$ cat config.mk
export PLATFORM = sky130hd
export DESIGN_NAME = lq_entry_issue
export DESIGN_NICKNAME = d
export VERILOG_FILES = /design/src/rtl/lq_entry_issue.sv
export SDC_FILE = /design/constraint.sdc
export NUM_CORES = 1
export LEC_CHECK = 0
export CORE_MARGIN = 8
export CORE_UTILIZATION = 38
export DETAILED_ROUTE_END_ITERATION = 6
export MAX_ROUTING_LAYER = met4
export PLACE_DENSITY = 0.8
export RECOVER_POWER = 25
export SLEW_MARGIN = 40
export SYNTH_ARGS = -nofsm -noshare
export SYNTH_HDL_FRONTEND = slang
export SYNTH_SLANG_ARGS = --single-unit
$ cat constraint.sdc
create_clock -name clk -period 3.8 [get_ports clk]
set_clock_uncertainty 0.05 [all_clocks]
set_input_delay 0.57 -clock clk [delete_from_list [all_inputs] [get_ports clk]]
set_output_delay 0.57 -clock clk [all_outputs]
set_load 0.01 [all_outputs]
$ cat src/rtl/lq_entry_issue.sv
// Load-queue issue stage: pops FIFO entries into one hold register and issues them in order under a credit limit.
// Optional statistics counters are built when LQ_ISSUE_STATS_EN is defined.
module lq_entry_issue #(
  parameter type DATA_TYPE = logic,
  parameter int unsigned MAX_OUTSTANDING = 4,
  localparam int unsigned CW = $clog2(MAX_OUTSTANDING + 1)
) (
  input  logic          clk,
  input  logic          rst,
  input  logic          fifo_valid,
  input  DATA_TYPE      fifo_data,
  output logic          fifo_pop,
  input  logic          flush,
  output logic          mem_req_valid,
  output DATA_TYPE      mem_req_data,
  input  logic          mem_req_ready,
  input  logic          mem_rsp_valid,
  output logic [CW-1:0] outstanding,
  output logic [15:0]   issued_count,
  output logic [15:0]   stall_cycles
);

  typedef enum logic [1:0] {
    IDLE,
    HOLD,
    FLUSH
  } state_t;

  localparam logic [CW-1:0] MAX_CNT = CW'(MAX_OUTSTANDING);

  state_t   state;
  DATA_TYPE hold_data;
  logic     hold_valid;
  logic     credit_ok;
  logic     fire;

  // A response in this cycle frees a slot for a fire in the same cycle.
  always_comb begin
    credit_ok = (outstanding < MAX_CNT) | mem_rsp_valid;
    mem_req_valid = ~rst & hold_valid & credit_ok
                  & (state == HOLD) & ~flush;
    fire = mem_req_valid & mem_req_ready;
    fifo_pop = 1'b0;
    if (!rst) begin
      if (state == FLUSH) begin
        fifo_pop = fifo_valid;
      end else begin
        fifo_pop = fifo_valid & ~flush
                 & (~hold_valid | fire);
      end
    end
  end

  assign mem_req_data = hold_data;

  always_ff @(posedge clk) begin
    if (rst) begin
      state       <= IDLE;
      hold_valid  <= 1'b0;
      outstanding <= '0;
    end else begin
      if (flush) begin
        state      <= FLUSH;
        hold_valid <= 1'b0;
      end else begin
        unique case (state)
          IDLE: begin
            if (fifo_pop) begin
              state      <= HOLD;
              hold_valid <= 1'b1;
            end
          end
          HOLD: begin
            if (fire && !fifo_pop) begin
              state      <= IDLE;
              hold_valid <= 1'b0;
            end
          end
          FLUSH: begin
            if (!fifo_valid) begin
              state <= IDLE;
            end
          end
          default: begin
            state      <= IDLE;
            hold_valid <= 1'b0;
          end
        endcase
      end
      // Flush leaves the count alone: accepted loads still respond.
      if (fire && !mem_rsp_valid) begin
        outstanding <= outstanding + CW'(1);
      end else if (!fire && mem_rsp_valid
                   && outstanding != '0) begin
        outstanding <= outstanding - CW'(1);
      end
    end
  end

  always_ff @(posedge clk) begin
    if (fifo_pop && state != FLUSH) begin
      hold_data <= fifo_data;
    end
  end

`ifdef LQ_ISSUE_STATS_EN
  logic [15:0] issued_q;
  logic [15:0] stall_q;

  always_ff @(posedge clk) begin
    if (rst) begin
      issued_q <= '0;
      stall_q  <= '0;
    end else begin
      if (fire && issued_q != 16'hFFFF) begin
        issued_q <= issued_q + 16'd1;
      end
      if (hold_valid && !fire && state != FLUSH
          && stall_q != 16'hFFFF) begin
        stall_q <= stall_q + 16'd1;
      end
    end
  end

  assign issued_count = issued_q;
  assign stall_cycles = stall_q;
`else
  assign issued_count = '0;
  assign stall_cycles = '0;
`endif

  a_rsp_nonzero: assert property (
    @(posedge clk) disable iff (rst)
    mem_rsp_valid |-> outstanding != '0
  );

  a_cnt_bound: assert property (
    @(posedge clk) disable iff (rst)
    outstanding <= MAX_CNT
  );

endmodule

==> metrics.yaml <==
outcome:
  status: "finished, final reports clean"
synth:
  yosys.area_share.simple: 0.209
  synth_top_family_by_area: "buffers and inverters"
  synth_top_cell_by_area: "buf_4"
  synth_edf_count: 1
  synth_seq_cells: 7
  muxShareOfSynthArea: 0.0731
  syn_inst: 81
  synth_area_um2: 702
  synth_fa_ha_area_frac: 0.0285
  yosysSeqAreaShare: 0.214
  synth-xor-area-share: 0.0125
  async_flop_share: 0
  synth_compound_area_frac: 0.0927
  avgSynthCellArea_um2: 8.67
  synth_area_leaders: "buf_4 (34%), dfxtp_1 (17%), edfxtp_1 (4.3%)"
  yosysUniqueCellTypes: 30
  synth_warnings: 0
  synth_flop_cell: "dfxtp_1"
  synth.top_cell.area_share: 0.342
layout:
  n_fill_cell: 187
  diodes: 0
  area.growth.synth_to_final_pct: 6.42
  mostFrequentLayoutCell: "conb_1"
  layout_common_cells: "conb_1 (32), clkdlybuf4s50_1 (9), dfxtp_1 (6), nor2_1 (5)"
  nets: 103
  fin_cells: 119
  drive_gt1_frac: 0.128
cts:
  cts_resized: 0
  clock-sinks: 7
  cts_setup_buffers: 0
  htree_levels: 1
  clock_latency_ps: 260
  clkTransAtPathRegs_ps: 50
  ctsHoldBuffers: 0
  cts_tree: "yes"
  cts_root_buf: "clkbuf_4"
  cts_buffers: 3
  clockBufferDepth: 2
power_and_ir_drop:
  combPwrFrac: 0.398
  p_switching_uw: 97.1
  p_int_uw: 187
  peakVddDrop_mv: 0.183
  seqPwrFrac: 0.365
  p_per_area_nw_per_um2: 380
  power_leakage_uw: 0.000335
  p_sw_frac: 0.342
  p_clk_frac: 0.237
global_routing:
  grt_pass1_vias: 473
  grt_pass1_wl_mm: 1.95
  grt_overflow: 0
  grt_usage: 0.0766
  antenna_found_initial: 0
  grt_max_degree: 12
timing:
  fin_crit_sh: 0.866
  min_period_ps: 3290
  hold_slack_ps: 446
  hold_viol: 0
  max_freq_ghz: 0.304
  finalMaxSlewViolations: 0
  setup_slack_ps: 511
  rsz0062_at_grt: "false"
  final-setup-viol-count: 0
  setup_tns_ps: 0
detailed_routing:
  num_vias: 493
  drc: 0
  post_drt_via_cell_ratio: 4.14
  wl_mm: 1.30
  avgRoutedWirePerCell_um: 10.9
  drt_pass1_iterations: 4
  ant_nets: 0
  first_iter_violations: 7
critical_path:
  start_kind: "primary input"
  critPathKind: "in2out"
  required_ps: 3180
  cp.arrival_ps: 2670
  cp_max_fo: 11
  critPathCaptureType: "output pin"
worst_hold_path:
  hold_class: "reg2reg"
placement:
  portBuffers: 12
  place_worst_setup_slack_ps: 583
  place_inst: 115
  place_hpwl_mm: 1.11
  place_congestion: 0.779
floorplanning:
  die-area_um2: 3480
  die_y_um: 59.0
  core_area_um2: 1730
  rows: 15
  ioPinCount: 45
  initial_core_util: 0.407
  die_w_um: 59.0
job:
  drv_cap: 0
per-stage QoR:
step	utilization	instance area (um2)	power, uW
after floorplan	-	818	202
after detailed placement	0.417	721	219
after global routing	0.433	747	307
after global placement	0.417	721	215
final	0.433	747	284
after CTS	0.433	747	289
cell type report:
cell class / count / area, um2 / area share
Multi-Input combinational cell: 69 / 412 / 0.551
Sequential cell: 7 / 150 / 0.201
Timing Repair Buffer: 12 / 120 / 0.161
Tap cell: 25 / 31.3 / 0.0419
Clock buffer: 4 / 26.3 / 0.0352
Inverter: 2 / 7.51 / 0.0101
logic make-up (layout without fill, tap and decap cells):
group / Yosys count / in the layout
buf+inv: 36 / 18
simple gates: 21 / 21
compound gates: 10 / 10
flops: 7 / 7
mux: 4 / 4
fa+ha+maj: 1 / 1
other cells: 1 / 32
xor+xnor: 1 / 1
critical path, stage by stage:
cell and delay, ps:
dlygate4sd3_1 680, nor4b_4 330, nand4_2 200, a21oi_1 220, o21ba_2 140, clkdlybuf4s50_1 530
worst paths after layout:
| path | endpoint | slack, ps | from | depth (start not counted) |
|---|---|---|---|---|
| worst max-delay path | fifo_pop | 510 | rst | 6 |
| worst min-delay path | state[0]$_SDFFE_PP0P_ | 450 | hold_valid$_SDFFE_PP0P_ | 1 |
| worst max register to register | outstanding[2]$_SDFFE_PP0P_ | 1590 | state[1]$_SDFFE_PP0P_ | 7 |
| worst min register to register | state[0]$_SDFFE_PP0P_ | 450 | hold_valid$_SDFFE_PP0P_ | 1 |
power by group through the flow:
stage               sequential, uW  combinational, uW  clock (uW)
floorplan                      107               95.6           0
CTS                            104                114        71.0
detailed placement             105                113           0
finish                         104                113        67.4
global route                   106                126        74.0
global placement               105                110           0
registers in the layout, indices dropped and copies added (netlist names):
name and flops:
outstanding 3, hold_valid 1, mem_req_data 1, state 2
metal layers:
metal | track usage | vias to the layer above | wire length, um
li1 | - | 231 | -
met2 | 0.129 | 34 | 642
met3 | 0.0499 | 4 | 195
met4 | 0.0410 | 0 | 27
met1 | 0.0630 | 224 | 434
met5 | - | - | 0
cells in the mapped netlist, drive strengths merged (2+ instances only):
library cell  instances
inv                   2
nand4                 2
o21ai                 2
nand2b                4
mux2                  3
nor2                  5
buf                  32
clkbuf                2
a21oi                 4
dfxtp                 6
nor2b                 3
No activity file was read; power rests on OpenSTA's default activity.
==> patch, RTL diff (same flow settings) <==
Set the parameter `MAX_OUTSTANDING` to 8 (it was 4).
--- a/src/rtl/lq_entry_issue.sv
+++ b/src/rtl/lq_entry_issue.sv
@@ -2,7 +2,7 @@
 // Optional statistics counters are built when LQ_ISSUE_STATS_EN is defined.
 module lq_entry_issue #(
   parameter type DATA_TYPE = logic,
-  parameter int unsigned MAX_OUTSTANDING = 4,
+  parameter int unsigned MAX_OUTSTANDING = 8,
   localparam int unsigned CW = $clog2(MAX_OUTSTANDING + 1)
 ) (
   input  logic          clk,
Interface: changed (resized outstanding); port bits go from 45 to 46. No check against the original RTL was run, so the function may have changed too.
==> patch against the unedited design <==
Area after synthesis increased by 9.6%; cell area increased by 11%; setup slack got worse by 0.25 ns; count of clock-buffer cells in the layout unchanged; wire length increased by 21%; sequential power increased by 27%; sequential cell count increased by 1; power increased by 39%; highest routed layer unchanged.
==> patch: results (changes against the unedited design) <==
| Metric | Value |
|---|---|
| Top flop regs | outstanding x4, state x2 (was outstanding x3, state x2) |
| Synth unique cells | 29 (was 30) |
| Routed wire length | 1.57 mm (was 1.30 mm) |
| Fillers | 204 (was 187) |
| DP HPWL | 1.34 mm (was 1.11 mm) |
| Layout Nets | 118 (was 103) |
| Switching share of power | 0.377 (was 0.342) |
| CTS H-tree lvls | 1 (unchanged) |
| CTS buffer count | 3 (unchanged) |
| Run status | finished clean (unchanged) |
| Worst IR Drop VDD | 0.194 mV (was 0.183 mV) |
| Worst slack, placed | 0.258 ns (was 0.583 ns) |
| Post-synth ARST share | 0 (unchanged) |
| Leak | 0.350 nW (was 0.335 nW) |
| Worst Path Arrival | 2.92 ns (was 2.67 ns) |
| Drt initial violations | 8 (was 7) |
| Diode count | 0 (unchanged) |
| First-pass GRT wire length | 2.39 mm (was 1.95 mm) |
| Tot GR Track Use | 0.0870 (was 0.0766) |
| Syn Inst Count | 91 (was 81) |
| IO buf count | 13 (was 12) |
| Worst min path class | reg2reg (unchanged) |
| Largest cells by area after synthesis | buf_4 31%, dfxtp_1 18%, a21oi_1 3.9% (was buf_4 34%, dfxtp_1 17%, edfxtp_1 4.3%) |
| Post-CTS Setup Inserts | 0 (unchanged) |
| Placed Cells | 130 (was 115) |
| CTS Root Cell | clkbuf_4 (unchanged) |
| Synth Warn # | 0 (unchanged) |
| Top post-synthesis cells by count | 32 x buf_4, 7 x dfxtp_1, 6 x a21oi_1, 6 x o21ai_0, 4 x nor3_1 (was 32 x buf_4, 6 x dfxtp_1, 5 x nor2_1) |
| Worst skew pair latency | 0.26 ns (about the same) |
| Pin count of the biggest net entering global routing | 10 (was 12) |
| Reg clk slew, reported paths | 0.06 ns |
| Worst Path Max Fanout | 5 (was 11) |
| Drt first pass iters | 2 (was 4) |
| Sequential fraction of the synthesis area | 0.221 (was 0.214) |
| WL per Instance | 11.7 µm (was 10.9 µm) |
| Vias | 574 (was 493) |
| Share of cells above drive strength 1 | 0.0654 (was 0.128) |
| Vias in the first global route | 591 (was 473) |
| RePlAce Congestion | 0.824 (was 0.779) |
| EDFF count, synth | 1 (unchanged) |
| Initial antenna violation count | 0 (unchanged) |
patch: cell count changes in the layout (fill, tap and decap cells not counted), sizes merged, moves of 2 or more:
cell and change:
nand4 -2, ha +2, a21oi +2, nor3 +3, nor2 -2, mux2 -3
nor3b +2, nor2b -2, o21ai +4, nand2 +3, nand3b +2
patch: path summary, 6_finish.rpt:
path,start,end,slack (ns),depth (start not counted)
min reg2reg,hold_valid,state[0],0.44,1
max reg2reg,state[1],outstanding[3],1.23,8
min,hold_valid,state[0],0.44,1
max,flush,fifo_pop,0.26,6
patch: cells by family after synthesis:
group	Yosys count	synth area share
AND/OR/NAND/NOR	26	0.226
adder cells (fa/ha/maj)	3	0.0585
buffers and inverters	35	0.337
flip-flops	8	0.221
other	1	0.00487
XOR/XNOR	1	0.0114
AO/OA/AOI/OAI	17	0.141
patch: layout make-up:
type / count / area share
Inverter: 2 / 0.00902
Clock buffer: 4 / 0.0316
Sequential cell: 8 / 0.205
Multi-Input combinational cell: 79 / 0.549
Timing Repair Buffer: 14 / 0.165
Tap cell: 27 / 0.0406
patch: critical path, stage by stage:
cell	delay (ns)
clkdlybuf4s50_1	0.48
or4b_4	0.58
or3b_1	0.37
a21o_1	0.20
a21oi_1	0.16
clkdlybuf4s50_1	0.56
patch: metrics by stage:
step	area, µm²	hold WS, ns
2_1_floorplan	886	0.385
3_3_place_gp	806	0.435
3_5_place_dp	806	0.440
4_1_cts	832	0.456
5_1_grt	832	0.484
6_report	832	0.445
patch: power groups by stage:
stage          Combinational, mW  Clock (mW)  Sequential, mW
6_report                   0.189      0.0727           0.132
4_1_cts                    0.192      0.0781           0.133
3_5_place_dp               0.191           0           0.134
2_1_floorplan              0.147           0           0.136
3_3_place_gp               0.184           0           0.134
5_1_grt                    0.209      0.0805           0.138
patch: per-layer routing:
layer / track usage / routed length, µm / vias to the layer above
li1: - / - / 283
met1: 0.0929 / 659 / 258
met2: 0.146 / 761 / 31
met3: 0.0233 / 138 / 2
met4: 0.0399 / 11 / 0
met5: - / 0 / -
